**src/rtl/hb_window_monitor.sv**
```systemverilog
// Heartbeat window monitor: synchronises and deglitches a DSP square-wave heartbeat, measures
// half-periods against a window and latches a fault cause. Define HB_AUTORECOVER_EN to let FAULT self-clear.
module hb_window_monitor #(
    parameter int CNT_W      = 20,
    parameter int MIN_HALF   = 1000,
    parameter int MAX_HALF   = 50000,
    parameter int LOCK_EDGES = 4,
    parameter int MAX_BAD    = 2,
    parameter int FILT_LEN   = 4
) (
    input  logic             iClk,
    input  logic             iRst,
    input  logic             iSquareWave,
    input  logic             iClr,
    output logic             oBeat,
    output logic [CNT_W-1:0] oPeriod,
    output logic             oLocked,
    output logic             oFault,
    output logic [1:0]       oFaultCode
);
    localparam int FW = (FILT_LEN > 1) ? $clog2(FILT_LEN) : 1;
    localparam int GW = $clog2(LOCK_EDGES + 1);
    localparam int BW = $clog2(MAX_BAD + 1);
    localparam logic [CNT_W-1:0] CNT_MAX = '1;
    localparam logic [CNT_W-1:0] MIN_C   = CNT_W'(MIN_HALF);
    localparam logic [CNT_W-1:0] MAX_C   = CNT_W'(MAX_HALF);
    localparam logic [1:0] CODE_NONE  = 2'b00;
    localparam logic [1:0] CODE_STUCK = 2'b01;
    localparam logic [1:0] CODE_FAST  = 2'b10;
    localparam logic [1:0] CODE_SLOW  = 2'b11;

    typedef enum logic [1:0] {ARM, LOCK, RUN, FAULT} state_t;

    logic             sync1_q, sync2_q;
    logic             filt_q, filt_d;
    logic [FW-1:0]    fcnt_q, fcnt_d;
    logic             beat_q, edge_w;
    logic [CNT_W-1:0] hcnt_q, hcnt_d, period_q, period_d, meas_w;
    state_t           state_q, state_d;
    logic [GW-1:0]    good_q, good_d, good_inc;
    logic [BW-1:0]    bad_q, bad_d, bad_inc;
    logic [1:0]       code_q, code_d, fault_code_q;
    logic             locked_q, fault_q;
    logic             fast_w, slow_w, good_w, timeout_w;

    // The filtered level only follows the synchroniser after FILT_LEN unbroken mismatch cycles.
    always_comb begin
        filt_d = filt_q;
        fcnt_d = '0;
        edge_w = 1'b0;
        if (sync2_q != filt_q) begin
            if (fcnt_q == FW'(FILT_LEN - 1)) begin
                filt_d = sync2_q;
                edge_w = 1'b1;
            end else begin
                fcnt_d = fcnt_q + 1'b1;
            end
        end
    end

    // meas doubles as the saturating increment of the half-period counter.
    always_comb begin
        meas_w    = (hcnt_q == CNT_MAX) ? CNT_MAX : hcnt_q + 1'b1;
        hcnt_d    = edge_w ? '0 : meas_w;
        period_d  = edge_w ? meas_w : period_q;
        fast_w    = meas_w < MIN_C;
        slow_w    = meas_w > MAX_C;
        good_w    = !fast_w && !slow_w;
        timeout_w = !edge_w && slow_w;
        good_inc  = good_q + 1'b1;
        bad_inc   = bad_q + 1'b1;
    end

    always_comb begin
        state_d = state_q;
        good_d  = good_q;
        bad_d   = bad_q;
        code_d  = code_q;
        case (state_q)
            ARM: begin
                if (edge_w) begin
                    state_d = LOCK;
                    good_d  = '0;
                end
            end
            LOCK: begin
                if (edge_w) begin
                    if (!good_w) begin
                        good_d = '0;
                    end else if (good_inc == GW'(LOCK_EDGES)) begin
                        state_d = RUN;
                        good_d  = '0;
                        bad_d   = '0;
                    end else begin
                        good_d = good_inc;
                    end
                end else if (timeout_w) begin
                    state_d = ARM;
                    good_d  = '0;
                end
            end
            RUN: begin
                if (edge_w) begin
                    if (good_w) begin
                        bad_d = '0;
                    end else if (bad_inc == BW'(MAX_BAD)) begin
                        state_d = FAULT;
                        code_d  = fast_w ? CODE_FAST : CODE_SLOW;
                        good_d  = '0;
                        bad_d   = '0;
                    end else begin
                        bad_d = bad_inc;
                    end
                end else if (timeout_w) begin
                    state_d = FAULT;
                    code_d  = CODE_STUCK;
                    good_d  = '0;
                    bad_d   = '0;
                end
            end
            FAULT: begin
                if (iClr) begin
                    state_d = ARM;
                    code_d  = CODE_NONE;
                    good_d  = '0;
                    bad_d   = '0;
                end
`ifdef HB_AUTORECOVER_EN
                else if (edge_w) begin
                    if (!good_w) begin
                        good_d = '0;
                    end else if (good_inc == GW'(LOCK_EDGES)) begin
                        state_d = RUN;
                        code_d  = CODE_NONE;
                        good_d  = '0;
                        bad_d   = '0;
                    end else begin
                        good_d = good_inc;
                    end
                end
`endif
            end
            default: state_d = ARM;
        endcase
    end

    // Status outputs are registered from the state, so they trail the triggering cycle by one.
    always_ff @(posedge iClk) begin
        if (iRst) begin
            sync1_q      <= 1'b0;
            sync2_q      <= 1'b0;
            filt_q       <= 1'b0;
            fcnt_q       <= '0;
            beat_q       <= 1'b0;
            hcnt_q       <= '0;
            period_q     <= '0;
            state_q      <= ARM;
            good_q       <= '0;
            bad_q        <= '0;
            code_q       <= CODE_NONE;
            locked_q     <= 1'b0;
            fault_q      <= 1'b0;
            fault_code_q <= CODE_NONE;
        end else begin
            sync1_q      <= iSquareWave;
            sync2_q      <= sync1_q;
            filt_q       <= filt_d;
            fcnt_q       <= fcnt_d;
            beat_q       <= edge_w;
            hcnt_q       <= hcnt_d;
            period_q     <= period_d;
            state_q      <= state_d;
            good_q       <= good_d;
            bad_q        <= bad_d;
            code_q       <= code_d;
            locked_q     <= (state_q == RUN);
            fault_q      <= (state_q == FAULT);
            fault_code_q <= code_q;
        end
    end

    assign oBeat      = beat_q;
    assign oPeriod    = period_q;
    assign oLocked    = locked_q;
    assign oFault     = fault_q;
    assign oFaultCode = fault_code_q;
endmodule
```
**config.mk**
```make
export PLATFORM = sky130hd
export DESIGN_NAME = hb_window_monitor
export DESIGN_NICKNAME = d
export VERILOG_FILES = /design/src/rtl/hb_window_monitor.sv
export SDC_FILE = /design/constraint.sdc
export NUM_CORES = 1
export LEC_CHECK = 0
export BUFFER_PORTS_ARGS = -buffer_cell sky130_fd_sc_hd__clkbuf_2
export CAP_MARGIN = 25
export CORE_MARGIN = 2
export CORE_UTILIZATION = 53
export CTS_CLUSTER_DIAMETER = 30
export DETAILED_ROUTE_END_ITERATION = 7
export PLACE_DENSITY = 0.8
export SYNTH_ARGS = -nofsm -noshare
export SYNTH_HDL_FRONTEND = slang
export SYNTH_SLANG_ARGS = --single-unit
```
**constraint.sdc**
```tcl
create_clock -name iClk -period 3.8 [get_ports iClk]
set_clock_uncertainty 0.05 [all_clocks]
set_input_delay 0.76 -clock iClk [delete_from_list [all_inputs] [get_ports iClk]]
set_output_delay 0.76 -clock iClk [all_outputs]
set_load 0.005 [all_outputs]
```
==> key figures <==
Die
  – Vert. Die Dim: 79.3 µm
  – Floorplan Core Area: 5470 µm²
  – FP Rows: 27
  – Die Outline Area: 6280 µm²
  – Width of the die: 79.3 µm
  – I/O pin total: 29
  – Starting Density: 54.9%

Clock network
  – Clock slew seen by the registers of the worst setup and hold paths: 0.07 ns
  – Maximum clock insertion buffer count: 2
  – Post-CTS Setup Repair Bufs: 0
  – CTS tree: yes
  – H-Tree Level Count: 3
  – Count of cells resized by post-cts repair: 0
  – Sinks on the clock net: 59
  – Quantity of hold-fixing buffers added after cts: 0
  – CTS Root Buffer Type: sky130_fd_sc_hd__clkbuf_8
  – Number of buffers added by the clock tree synthesis step: 9
  – Worst-Skew Late Latency: 0.35 ns

Power and ir drop
  – Clock network fraction of total power: 46.5%
  – Design internal power: 0.954 mW
  – Sequential fraction of design power: 50.9%
  – Cell leakage power: 1.38 nW
  – Net switching share of the total power: 23.1%
  – Net switching component of the power: 0.287 mW
  – Max rail drop VDD: 0.000223 V
  – Power Dens Cells: 372 nW/µm²
  – Total power after layout: 1.24 mW
  – Proportion of power drawn by combinational gates: 2.6%

Finish
  – Reg area: 1180 µm²
  – Layout overhead on the synthesized area: 11.2%
  – Antenna diode count: 0
  – Filler cells: 500
  – Final-stage net count: 364
  – Share of layout cells above drive strength 1: 18.0%
  – Area taken by multi-input logic gates: 1670 µm²
  – Post-route design area: 3340 µm²
  – End-of-flow core utilization: 61.0%
  – Number of cells in the finished layout apart from fillers: 428

Global route
  – Total GRT Usage: 21.3%
  – Pin count of the biggest net entering global routing: 24
  – Aggregate global routing overflow: 0
  – Antenna violations before repair: 0
  – Vias in the first global route: 2295
  – First-pass GRT wire length: 10400 µm

Setup path
  – Category of the worst setup path launch point: flop
  – Total buffers and inverters traversed by the critical path: 1
  – Crit-path slowest cell: sky130_fd_sc_hd__dfxtp_1
  – Max FO, Critical Path: 12
  – Largest stage delay on the critical path: 0.53 ns
  – Largest delay contributor family on the critical path: simple AND/OR/NAND/NOR gates
  – Crit path capture type: flop
  – List of cells traversed by the critical path: ha_1 > nand3_1 > nor3_4 > nand4_2 > a2111oi_4 > inv_2 > a211oi_4 > a31oi_1 > nor4_1 > nor3b_1
  – Crit path arrival time: 3.69 ns
  – Data required, critical path: 3.97 ns
  – Crit Path Class: flop to flop

Placed design
  – HPWL Detailed: 4230 µm
  – Worst-case setup slack after placement: 0.369 ns
  – Port Buffer Count: 28
  – Cell Count Post-Placement: 412
  – RePlAce Congestion: 0.862
  – Placed cell area: 3140 µm²

Timing
  – Final total negative setup slack: 0 ns
  – Final hold vios: 0
  – Final setup viols: 0
  – Min Clock Period, post-route: 3.51 ns
  – Final worst slack: 0.286 ns
  – Setup repair after global routing missed its margin: no
  – Final worst path period share: 92.5%
  – Max Clk Rate: 285 MHz
  – Transition at the pin with the smallest max-transition slack: 0.843 ns
  – Count of pins over their slew limit: 0
  – Slew margin rel.: 43.8%
  – Worst hold slack: 0.393 ns

Routing
  – Initial drt markers: 327
  – Routed len/inst: 14.7 µm
  – Detail Route Antenna Nets: 0
  – Total wire length: 6310 µm
  – Count of TritonRoute iterations in the first routing pass: 4
  – Via count normalized by instance count: 5.95
  – Total via count after detailed routing: 2545
  – DRC violation count after routing: 0

Synthesis
  – Cell area after synthesis: 3000 µm²
  – Flop and latch count out of synthesis: 59
  – Warning count from the yosys run: 0
  – Leading post-synthesis cells by instance count: sky130_fd_sc_hd__dfxtp_1, sky130_fd_sc_hd__a21oi_1, sky130_fd_sc_hd__nand2_1
  – Average cell area after synthesis: 9.07 µm²
  – Sequential fraction of the synthesis area: 39.3%
  – Fraction of post-synthesis cell area in the top cell type by area: 39.3%
  – Number of cells produced by synthesis: 331
  – Library cell occupying the most area in the post-synthesis netlist: sky130_fd_sc_hd__dfxtp_1
  – Most common flop cell mapped by yosys: sky130_fd_sc_hd__dfxtp_1
  – Leading cell types by total area after synthesis: sky130_fd_sc_hd__dfxtp_1, sky130_fd_sc_hd__a21oi_1, sky130_fd_sc_hd__a21o_1
  – Most repeated cell in the gate-level netlist after synthesis: sky130_fd_sc_hd__dfxtp_1
  – Total nets after synthesis: 344
  – Count of flip-flops with a built-in enable after synthesis: 0
  – Post-synthesis async set-or-reset flop share: 0%
  – Number of distinct library cells after synthesis: 63

Outcome
  – Result of the run: finished, final reports clean

Job
  – Reported max-cap violation count: 0

Min path
  – Hold/Removal Path Class: flop to flop
[flip-flops by register name, indices dropped and copies added, names as in the netlist, 2 cells and up, named ones only]
register,flops
bad_q,2
code_q,2
fcnt_q,2
good_q,3
hcnt_q,20
oFaultCode,2
oPeriod,20
[cells by family after synthesis]
group,count (synthesis),share of synthesized area (%)
buf+inv,32,5.00
simple gates,113,23.4
flops,59,39.3
fa+ha+maj,9,3.75
compound gates,100,23.2
xor+xnor,16,4.67
mux,2,0.667
[routing by layer]
| layer | GRT usage [%] | vias up | routed length, µm |
|---|---|---|---|
| met5 | 0 | - | 0 |
| met4 | 7.93 | 0 | 144 |
| met3 | 7.27 | 17 | 249 |
| met2 | 34.2 | 52 | 2970 |
| met1 | 26.5 | 1230 | 2940 |
| li1 | - | 1246 | - |
[placed cells by master (no fill, tap or decap), types with 3 or more instances in the layout]
cell	instances
sky130_fd_sc_hd__inv_1	9
sky130_fd_sc_hd__nor2b_1	6
sky130_fd_sc_hd__and3_1	4
sky130_fd_sc_hd__a211oi_1	3
sky130_fd_sc_hd__a21oi_1	41
sky130_fd_sc_hd__nor3b_1	3
sky130_fd_sc_hd__nand3_1	10
sky130_fd_sc_hd__clkbuf_8	10
sky130_fd_sc_hd__ha_1	9
sky130_fd_sc_hd__xnor2_1	9
sky130_fd_sc_hd__a31oi_1	4
sky130_fd_sc_hd__a22o_1	3
sky130_fd_sc_hd__xor2_1	7
sky130_fd_sc_hd__buf_4	3
sky130_fd_sc_hd__nand3b_1	3
sky130_fd_sc_hd__nor2_1	18
sky130_fd_sc_hd__nand2_1	20
sky130_fd_sc_hd__o21ai_0	6
sky130_fd_sc_hd__nand4_1	7
sky130_fd_sc_hd__nor3_1	5
sky130_fd_sc_hd__a21o_1	18
sky130_fd_sc_hd__dfxtp_1	59
sky130_fd_sc_hd__nor4_1	6
sky130_fd_sc_hd__o31a_1	3
sky130_fd_sc_hd__nand2b_1	10
sky130_fd_sc_hd__clkbuf_2	28
[final cells by class]
class / count / share of cell area [%]
clock buffer: 12 / 4.35
clock inverter: 4 / 1.50
inverter: 10 / 1.12
multi-input combinational: 240 / 50.1
sequential: 59 / 35.4
tap: 72 / 2.70
timing repair buffer: 31 / 4.87
[final timing paths]
kind	start	to	slack (ns)	cells after the start
max reg2reg	hcnt_q[0]	bad_q[1]	0.29	10
min reg2reg	sync1_q	sync2_q	0.39	1
max	hcnt_q[0]	bad_q[1]	0.29	10
min	sync1_q	sync2_q	0.39	1
[power groups by stage]
stage	combinational, mW	sequential (mW)	clock (mW)
2_1_floorplan	0.0295	0.640	0
3_3_place_gp	0.0319	0.644	0
3_5_place_dp	0.0320	0.645	0
4_1_cts	0.0325	0.631	0.584
5_1_grt	0.0354	0.631	0.604
6_report	0.0326	0.631	0.577
Note: power is estimated with default switching activity, not from simulation.
